**src/rtl/uart_pkg.sv**
```systemverilog
// Shared definitions for the memory-mapped UART: register offsets, STATUS bit
// positions and the frame state encoding used by both the TX and RX engines.
package uart_pkg;

    localparam logic [2:0] UART_DATA   = 3'h0;
    localparam logic [2:0] UART_STATUS = 3'h4;

    localparam int STAT_TX_FULL    = 0;
    localparam int STAT_TX_BUSY    = 1;
    localparam int STAT_RX_VALID   = 2;
    localparam int STAT_RX_OVERRUN = 3;

    typedef enum logic [1:0] {IDLE, START, DATA, STOP} uart_state_t;

endpackage

```
**src/rtl/uart_rx.sv**
```systemverilog
// UART receiver: 2-flop synchroniser, mid-bit sampling FSM and baud counter.
// Emits the received byte with a one-cycle strobe on a good stop bit.
module uart_rx
    import uart_pkg::*;
#(
    parameter int CLK_DIV = 434
) (
    input  logic       clk,
    input  logic       reset_n,
    input  logic       rx_in,
    output logic [7:0] rx_data_out,
    output logic       rx_strobe_out
);

    localparam logic [15:0] BIT_LOAD  = 16'(CLK_DIV - 1);
    localparam logic [15:0] HALF_LOAD = 16'(CLK_DIV / 2 - 1);

    logic        sync1_q, sync2_q;
    uart_state_t state_q, state_d;
    logic [15:0] cnt_q, cnt_d;
    logic [2:0]  bit_q, bit_d;
    logic [7:0]  shift_q, shift_d;
    logic        ferr_q, ferr_d;

    // NOTE: sequential state uses non-blocking assignments so every flop samples pre-edge values.
    always_ff @(posedge clk or negedge reset_n) begin
        if (!reset_n) begin
            sync1_q <= 1'b1;
            sync2_q <= 1'b1;
            state_q <= IDLE;
            cnt_q   <= '0;
            bit_q   <= '0;
            shift_q <= '0;
            ferr_q  <= 1'b0;
        end else begin
            sync1_q <= rx_in;
            sync2_q <= sync1_q;
            state_q <= state_d;
            cnt_q   <= cnt_d;
            bit_q   <= bit_d;
            shift_q <= shift_d;
            ferr_q  <= ferr_d;
        end
    end

    // NOTE: every output of this block gets a default first, so no path can infer a latch.
    always_comb begin
        state_d       = state_q;
        cnt_d         = (cnt_q != 16'd0) ? cnt_q - 16'd1 : cnt_q;
        bit_d         = bit_q;
        shift_d       = shift_q;
        ferr_d        = ferr_q;
        rx_strobe_out = 1'b0;
        unique case (state_q)
            IDLE: begin
                ferr_d = 1'b0;
                if (!sync2_q) begin
                    state_d = START;
                    cnt_d   = HALF_LOAD;
                end
            end
            START: if (cnt_q == 16'd0) begin
                if (!sync2_q) begin
                    state_d = DATA;
                    cnt_d   = BIT_LOAD;
                    bit_d   = '0;
                end else begin
                    state_d = IDLE;
                end
            end
            DATA: if (cnt_q == 16'd0) begin
                shift_d = {sync2_q, shift_q[7:1]};
                cnt_d   = BIT_LOAD;
                if (bit_q == 3'd7) state_d = STOP;
                else               bit_d   = bit_q + 3'd1;
            end
            STOP: if (cnt_q == 16'd0) begin
                // A low stop bit is discarded; wait for the line to idle so the tail is not a new start.
                if (sync2_q) begin
                    rx_strobe_out = !ferr_q;
                    state_d       = IDLE;
                end else begin
                    ferr_d = 1'b1;
                end
            end
            default: state_d = IDLE;
        endcase
    end

    assign rx_data_out = shift_q;

endmodule

```
**src/rtl/bus_uart.sv**
```systemverilog
// Memory-mapped UART on the shared bus: address decode, TX FIFO and serialiser,
// RX holding register with overrun tracking, combinational OR-able read data.
module bus_uart
    import uart_pkg::*;
#(
    parameter logic [31:0] BASE_ADDR     = 32'h0001_0000,
    parameter int          CLK_DIV       = 434,
    parameter int          TX_FIFO_DEPTH = 4
) (
    input  logic        clk,
    input  logic        reset_n,
    input  logic [31:0] address_in,
    input  logic        read_in,
    input  logic        write_in,
    output logic [31:0] read_value_out,
    input  logic [3:0]  write_mask_in,
    input  logic [31:0] write_value_in,
    output logic        tx_out,
    input  logic        rx_in
);

    localparam int          PTR_W    = $clog2(TX_FIFO_DEPTH);
    localparam logic [15:0] BIT_LOAD = 16'(CLK_DIV - 1);

    logic sel, data_sel, status_sel, push, pop, data_rd, ovr_clr, full, empty, tx_busy;

    assign sel        = (address_in[31:3] == BASE_ADDR[31:3]);
    assign data_sel   = sel && (address_in[2] == UART_DATA[2]);
    assign status_sel = sel && (address_in[2] == UART_STATUS[2]);
    assign data_rd    = data_sel && read_in;
    assign ovr_clr    = status_sel && write_in && write_mask_in[0] && write_value_in[3];

    logic unused_bits;
    assign unused_bits = ^{address_in[1:0], write_mask_in[3:1], write_value_in[31:8], write_value_in[2:0]};

    logic [7:0]       fifo_q [TX_FIFO_DEPTH];
    logic [PTR_W-1:0] wr_ptr_q, rd_ptr_q;
    logic [PTR_W:0]   count_q;

    assign full  = (count_q == (PTR_W + 1)'(TX_FIFO_DEPTH));
    assign empty = (count_q == '0);
    assign push  = data_sel && write_in && write_mask_in[0] && !full;

    // NOTE: the FIFO storage has no reset; the pointers and count alone define what is valid.
    always_ff @(posedge clk) begin
        if (push) fifo_q[wr_ptr_q] <= write_value_in[7:0];
    end

    always_ff @(posedge clk or negedge reset_n) begin
        if (!reset_n) begin
            wr_ptr_q <= '0;
            rd_ptr_q <= '0;
            count_q  <= '0;
        end else begin
            if (push) wr_ptr_q <= wr_ptr_q + 1'b1;
            if (pop)  rd_ptr_q <= rd_ptr_q + 1'b1;
            if (push && !pop)      count_q <= count_q + 1'b1;
            else if (pop && !push) count_q <= count_q - 1'b1;
        end
    end

    uart_state_t tx_state_q, tx_state_d;
    logic [15:0] tx_cnt_q, tx_cnt_d;
    logic [2:0]  tx_bit_q, tx_bit_d;
    logic [7:0]  tx_shift_q, tx_shift_d;
    logic        tx_q, tx_d;

    always_ff @(posedge clk or negedge reset_n) begin
        if (!reset_n) begin
            tx_state_q <= IDLE;
            tx_cnt_q   <= '0;
            tx_bit_q   <= '0;
            tx_shift_q <= '0;
            tx_q       <= 1'b1;
        end else begin
            tx_state_q <= tx_state_d;
            tx_cnt_q   <= tx_cnt_d;
            tx_bit_q   <= tx_bit_d;
            tx_shift_q <= tx_shift_d;
            tx_q       <= tx_d;
        end
    end

    always_comb begin
        tx_state_d = tx_state_q;
        tx_cnt_d   = (tx_cnt_q != 16'd0) ? tx_cnt_q - 16'd1 : tx_cnt_q;
        tx_bit_d   = tx_bit_q;
        tx_shift_d = tx_shift_q;
        pop        = 1'b0;
        unique case (tx_state_q)
            IDLE: if (!empty) begin
                pop        = 1'b1;
                tx_shift_d = fifo_q[rd_ptr_q];
                tx_cnt_d   = BIT_LOAD;
                tx_state_d = START;
            end
            START: if (tx_cnt_q == 16'd0) begin
                tx_cnt_d   = BIT_LOAD;
                tx_bit_d   = '0;
                tx_state_d = DATA;
            end
            DATA: if (tx_cnt_q == 16'd0) begin
                tx_cnt_d   = BIT_LOAD;
                tx_shift_d = {1'b0, tx_shift_q[7:1]};
                if (tx_bit_q == 3'd7) tx_state_d = STOP;
                else                  tx_bit_d   = tx_bit_q + 3'd1;
            end
            STOP: if (tx_cnt_q == 16'd0) begin
                if (!empty) begin
                    pop        = 1'b1;
                    tx_shift_d = fifo_q[rd_ptr_q];
                    tx_cnt_d   = BIT_LOAD;
                    tx_state_d = START;
                end else begin
                    tx_state_d = IDLE;
                end
            end
            default: tx_state_d = IDLE;
        endcase
    end

    // The line level follows the current state and is registered, trailing the state by one cycle.
    always_comb begin
        unique case (tx_state_q)
            START:   tx_d = 1'b0;
            DATA:    tx_d = tx_shift_q[0];
            default: tx_d = 1'b1;
        endcase
    end

    assign tx_out  = tx_q;
    assign tx_busy = (tx_state_q != IDLE) || !empty;

    logic [7:0] rx_byte, rx_data_q;
    logic       rx_strobe, rx_valid_q, rx_overrun_q;

    uart_rx #(.CLK_DIV(CLK_DIV)) u_rx (
        .clk          (clk),
        .reset_n      (reset_n),
        .rx_in        (rx_in),
        .rx_data_out  (rx_byte),
        .rx_strobe_out(rx_strobe)
    );

    always_ff @(posedge clk or negedge reset_n) begin
        if (!reset_n) begin
            rx_data_q    <= '0;
            rx_valid_q   <= 1'b0;
            rx_overrun_q <= 1'b0;
        end else begin
            if (rx_strobe) begin
                rx_data_q  <= rx_byte;
                rx_valid_q <= 1'b1;
            end else if (data_rd) begin
                rx_valid_q <= 1'b0;
            end
            // A pop in the same cycle as the load consumes the old byte, so no overrun.
            if (rx_strobe && rx_valid_q && !data_rd) rx_overrun_q <= 1'b1;
            else if (ovr_clr)                        rx_overrun_q <= 1'b0;
        end
    end

    always_comb begin
        read_value_out = '0;
        if (sel && read_in) begin
            if (address_in[2] == UART_STATUS[2]) begin
                read_value_out[STAT_TX_FULL]    = full;
                read_value_out[STAT_TX_BUSY]    = tx_busy;
                read_value_out[STAT_RX_VALID]   = rx_valid_q;
                read_value_out[STAT_RX_OVERRUN] = rx_overrun_q;
            end else begin
                read_value_out[8:0] = {rx_valid_q, rx_data_q};
            end
        end
    end

endmodule

```
**config.mk**
```make
export PLATFORM = sky130hd
export DESIGN_NAME = bus_uart
export DESIGN_NICKNAME = d
export VERILOG_FILES = /design/src/rtl/uart_pkg.sv /design/src/rtl/uart_rx.sv /design/src/rtl/bus_uart.sv
export SDC_FILE = /design/constraint.sdc
export NUM_CORES = 1
export LEC_CHECK = 0
export ABC_AREA = 1
export CORE_ASPECT_RATIO = 1.75
export CORE_MARGIN = 4
export CORE_UTILIZATION = 30
export CTS_BUF_LIST = sky130_fd_sc_hd__clkbuf_4 sky130_fd_sc_hd__clkbuf_8
export DETAILED_ROUTE_END_ITERATION = 16
export HOLD_SLACK_MARGIN = 0.1
export SYNTH_ARGS = -nofsm -noshare
export SYNTH_HDL_FRONTEND = slang
export SYNTH_SLANG_ARGS = --single-unit
```
**constraint.sdc**
```tcl
create_clock -name clk -period 2.8 [get_ports clk]
set_input_delay 0.84 -clock clk [delete_from_list [all_inputs] [get_ports clk]]
set_output_delay 0.84 -clock clk [all_outputs]
set_load 0.005 [all_outputs]
```
# Word-level counts from Yosys, hierarchy flattened
# Memories as Yosys holds them, arrays and structs flattened.
# Index checks and enable logic that the tools add are counted.
# word_totals
regBits	79
latchBits	0
ramBits	32
rom_bits	0
in_bits	73
output_inout_bits	33
word_cells	157
n_memories	1
# classes
addsub	8
mul	0
div	0
magnitude_cmp	0
eq_ne	25
shifts	0
n_mux	60
bitwise	1
n_reduce_logical	44
# memory_table
memory	depth	word_bits	read_ports	rd_ports_with_merged_regs	write_ports	line_no	text
fifo_q	4	8	1	0	1	bus_uart.sv:36	logic [7:0] fifo_q [TX_FIFO_DEPTH];
# ops
op	count
$mux 16	9
$pmux 16 s3	2
$logic_not 16->1	2
$reduce_bool 16->1	2
$sub 16x1->16 const B	2
$eq 29x14->1 const B	1
$mux 3	9
$mux 2	12
$mux 8	3
$pmux 8 s3	1
$ne 2x2->1 const B	10
$pmux 2 s4	2
$logic_and 1x1->1	14
$mux 1	14
$reduce_bool 2->1	7
$pmux 3 s2	2
$ne 2x1->1 const B	5
$reduce_and 5->1	2
$add 3x1->3 const B	3
$eq 3x3->1 const B	3
$mux 9	1
$eq 2x2->1 const B	4
$logic_not 1->1	6
$pmux 1 s2	3
other kinds (15)	19

# Depth between registers and ports, before layout
# logic_depth
depth_word	9
depth_mapped	13
mapped_depth_nobuf	13

# Cells and area by module
# Synthesis repeated with hierarchy kept, for this count alone.
# unflattened
hier_cells	777
area_unflattened_um2	6209.7
# by_module_without_submodules
mod	n_inst	cells_each	area_per_inst_um2	seq_area_each_um2
bus_uart	1	561	4469.3	2138.3
uart_rx	1	216	1740.4	803.3

# Least setup slack after synthesis
# No wires, ideal clock.
# synth_path
path_kind	input-to-reg
from	in address_in[30]
to	reg count_q[2]
setup_ps	131
arrival_ps	2397
required_ps	2669
setup_slack_ps	272
path_stages	11
path_buffers	0
cell_sequence	nor3_1 -> nand3_1 -> nor3_1 -> nand2_1 -> nor2_2 -> ha_1 -> inv_1 -> fa_1 -> a21oi_1 -> o21ai_0 -> xor2_1
# synth_via
elab_chain_len	8
word_cells_on_any_way	10
cone_classes	1 x eq/ne; 1 x mux; 8 x reduce/logical
# synth_lines
element	line_no	text
from (decl)	bus_uart.sv:12	input logic [31:0] address_in,
$eq 29x14->1 *	bus_uart.sv:27	assign sel = (address_in[31:3] == BASE_ADDR[31:3]);
$logic_and 1x1->1 *	bus_uart.sv:28	assign data_sel = sel && (address_in[2] == UART_DATA[2]);
$logic_and 1x1->1 * (3 in a row)	bus_uart.sv:42	assign push = data_sel && write_in && write_mask_in[0] && !full;
net push	bus_uart.sv:25	logic sel, data_sel, status_sel, push, pop, data_rd, ovr_clr, full, empty, tx_busy;
$logic_not 1->1	bus_uart.sv:58	else if (pop && !push) count_q <= count_q - 1'b1;
$logic_and 1x1->1	bus_uart.sv:58	
$reduce_bool 2->1 (no source line)	--	
to (signal assigned)	bus_uart.sv:57	if (push && !pop) count_q <= count_q + 1'b1;
to (signal assigned)	bus_uart.sv:58	
to (decl)	bus_uart.sv:38	logic [PTR_W:0] count_q;
# Mark *: on every way through the listed nets, which the timed path passes. The rest lies on a longest branch.
# A chain may end at the register's enable or synchronous reset.

# Final worst setup path
# layout_path
from	in address_in[12]
to	out read_value_out[6]
# layout_via
elab_chain_len	3
# layout_lines
element	line_no	text
$eq 29x14->1	bus_uart.sv:27	
$logic_and 1x1->1	bus_uart.sv:165	if (sel && read_in) begin
$mux 9	bus_uart.sv:165	
to (decl)	bus_uart.sv:15	output logic [31:0] read_value_out,
# No other way between the ends.

==> flow_summary.toml <==
[clock_network]
cts_max_level = 3
cts_tree = "yes"
cts_sinks = 111
root_buffer = "clkbuf_8"
clock_path_buffers = 2
clk_latency_ps = 390
clk_pin_slew_ps = 100
cts_made_buffers = 9

[critical_path]
worst_ep_arrival_time_ps = 2070
r2r-start = "tx_cnt_q[1]"
cp_cell_sequence = "clkdlybuf4s15_1 > inv_2 > nand4_1 > nor3_2 > nand2_1 > inv_2 > nand3_4 > nor2_1 > buf_2"
start_kind = "input port"
reg2reg_to = "count_q[1]"
crit_type = "in2out"
reg2reg_slack_ps = 330
cp_common_cell = "inv_2"
cp_max_fo = 5
cp_slowest_stage_delay_ps = 190
crit_family = "simple AND/OR/NAND/NOR gates"
cp_num_buf_inv = 4
critPathCaptureType = "primary output"
reg2regPathDepth = 11
critPathRequiredTime_ps = 1960
slowest_stage = "nor3_2"

[sta]
setup_viol_count_final = 9
drv_slew = 0
fin_skew_ps = 17.5
max_slew_margin_pct = 63.3
hold_viol_final = 0
fmax_ghz = 0.344
rsz0062_at_grt = "yes"
finalCriticalPeriod_ps = 2910
layout_setup_ws_ps = -107
fin_crit_sh_pct = 104
tightestPinTransition_ps = 550

[floorplanning]
fp.dieH_um = 198
fp.coreArea_sq_um = 20300
die_area_sq_um = 23100
start_util_pct = 30.5
num_io_pins = 106
dieWidth_um = 117
fp-row-count = 69

[yosys]
ys_top_cells_by_area = "dfrtp_1, edfxtp_1, nand2_1, nor2_1, inv_1"
ys_top_cells_by_count = "nand2_1, nor2_1, inv_1, dfrtp_1"
yosysTopAreaCellShare_pct = 30.7
synth_edf_count = 32
synth_seq_cells = 111
yosysTopAreaCell = "dfrtp_1"
syn_inst = 732
synth_cell_types = 43
synth_flop_cell = "dfrtp_1"
async_flop_share_pct = 71.2
avgSynthCellArea_sq_um = 8.46
yosysSeqAreaShare_pct = 47.5
yosysMostFrequentCell = "nand2_1"
syn_area_sq_um = 6200
ys_warn_count = 0

[power]
peakVddDrop_v = 0.000217
p_sw_share_pct = 23.0
switching_power_mw = 0.658
intPower_mw = 2.21
power_density_nw_per_um2 = 354
p_comb_share_pct = 9.7
p_seq_share_pct = 58.3
p_leak_nw = 3.92
clkPwrFrac_pct = 32.0

[global_route]
grt_max_degree = 36
grt_pass1_wl_um = 28000
grt.total_usage_pct = 15.5
grt_pass1_vias = 5860
overflow = 0
antenna_found_initial = 0

[detailed_routing]
drtAntennaViolNets = 0
via_count = 5600
drt_pre_antenna_iters = 5
drt_iter0_drc = 272
viasPerCell = 4.74
detail_route.wl_per_cell_um = 14.7
drc = 0
routed_wl_um = 17400

[placement]
dp_cells = 1046
globalplace.congestion = 0.853
post-place-ws_ps = -772
dp_hpwl_um = 10800
port_buffers = 53

[cells_and_area]
synthToLayoutAreaGrowth_pct = 30.7
diodes = 0
fin_cells = 1182
fin_nets = 1026
drive_gt1_share_pct = 30.3

[worst_hold_path]
hp-start = "u_rx.sync1_q"
holdPathEnd = "u_rx.sync2_q"
hold_path_depth = 0
min_path_type = "reg2reg"

[status]
violations = "negative setup slack"
status = "complete, but fails checks"

[flow_run]
cap_violations = 0
[area by class of cell]
type / count / area, sq um
Inverter: 90 / 338
Clock buffer: 12 / 159
Sequential cell: 111 / 2940
Multi-Input combinational cell: 520 / 2840
Fill cell: 1941 / 12200
Timing Repair Buffer: 197 / 1490
Clock inverter: 4 / 20.0
Tap cell: 248 / 310
[how the worst max path moves through the flow]
stage / start / endpoint / slack [ps] / cells after the start
after floorplan: address_in[30] / count_q[2] / 270 / 11
after global placement: address_in[30] / read_value_out[6] / -750 / 9
after detailed placement: address_in[30] / read_value_out[7] / -770 / 9
after CTS: address_in[5] / read_value_out[7] / 2 / 9
after global routing: address_in[6] / read_value_out[6] / -170 / 9
final: address_in[12] / read_value_out[6] / -110 / 9
[flip-flops by register name (all words and copies together) (netlist names), 2 cells and up, named ones only]
| register | cells |
|---|---|
| tx_cnt_q | 16 |
| rx_data_q | 8 |
| u_rx.rx_data_out | 8 |
| count_q | 3 |
| tx_shift_q | 8 |
| u_rx.bit_q | 3 |
| tx_state_q | 2 |
| rd_ptr_q | 2 |
| wr_ptr_q | 2 |
| fifo_q | 32 |
| u_rx.cnt_q | 16 |
| tx_bit_q | 3 |
[timing repair]
item                                    in CTS  in global routing
pin swaps                                   20                 29
resized for setup                           92                 76
setup buffers                              113                 10
endpoints found under the setup margin      10                 11
hold buffers                                 0                  0
[layer usage]
metal | part of all wire, % | wire [um] | global-route usage, %
met1 | 35 | 6030 | 14.6
met5 | 0 | 0 | 0
met4 | 6.9 | 1200 | 10.9
met3 | 3.7 | 637 | 2.97
met2 | 55 | 9490 | 29.1
[power by group through the flow]
stage | clock network [mW] | logic (mW) | registers, mW
3_5_place_dp | 0 | 0.134 | 1.70
2_1_floorplan | 0 | 0.0477 | 1.70
4_1_cts | 0.956 | 0.237 | 1.67
3_3_place_gp | 0 | 0.133 | 1.70
6_report | 0.917 | 0.277 | 1.67
5_1_grt | 1.01 | 0.298 | 1.67
[through the flow]
stage / util (%) / total power, mW / cell area [sq um] / TNS, ps / hold WS [ps]
5_1_grt: 39.9 / 2.98 / 8100 / -1320 / 364
3_5_place_dp: 34.8 / 1.84 / 7060 / -12300 / 347
6_report: 39.9 / 2.86 / 8100 / -766 / 363
3_3_place_gp: 34.8 / 1.84 / 7060 / -11520 / 346
4_1_cts: 39.6 / 2.86 / 8040 / 0 / 363
2_1_floorplan: - / 1.75 / 6280 / 0 / 345
[placed cells by master, fill, tap and decap left out, types with 2 or more instances in the layout]
| cell | n |
|---|---|
| nor3_1 | 9 |
| o21ai_2 | 12 |
| a21oi_2 | 3 |
| buf_6 | 4 |
| clkinv_2 | 4 |
| inv_2 | 18 |
| conb_1 | 23 |
| nand3_2 | 4 |
| o221ai_1 | 7 |
| buf_4 | 144 |
| nand2_4 | 3 |
| or2_2 | 4 |
| nand3_1 | 28 |
| buf_2 | 10 |
| xor2_1 | 14 |
| nor2_4 | 3 |
| nand4_1 | 20 |
| clkdlybuf4s50_1 | 14 |
| xnor2_1 | 6 |
| dfstp_2 | 3 |
| nand3b_1 | 2 |
| dfrtp_1 | 76 |
| nor2_1 | 94 |
| o21ai_1 | 22 |
| o21ai_0 | 31 |
| nand3_4 | 2 |
| nand2_2 | 10 |
| a21oi_1 | 14 |
| clkdlybuf4s15_1 | 4 |
| mux2_2 | 2 |
| nand2_1 | 152 |
| clkbuf_8 | 11 |
| clkbuf_2 | 19 |
| ha_1 | 23 |
| nor2_2 | 17 |
| edfxtp_1 | 32 |
| inv_1 | 72 |
| nor3_2 | 4 |
[kinds of logic after synthesis]
group / share of synthesized area, %
mux: 0.363
compound gates: 9.27
flops: 47.5
simple gates: 25.6
buf+inv: 9.45
other cells: 0.0605
xor+xnor: 2.83
fa+ha+maj: 4.97
No activity file was read; power rests on OpenSTA's default activity.
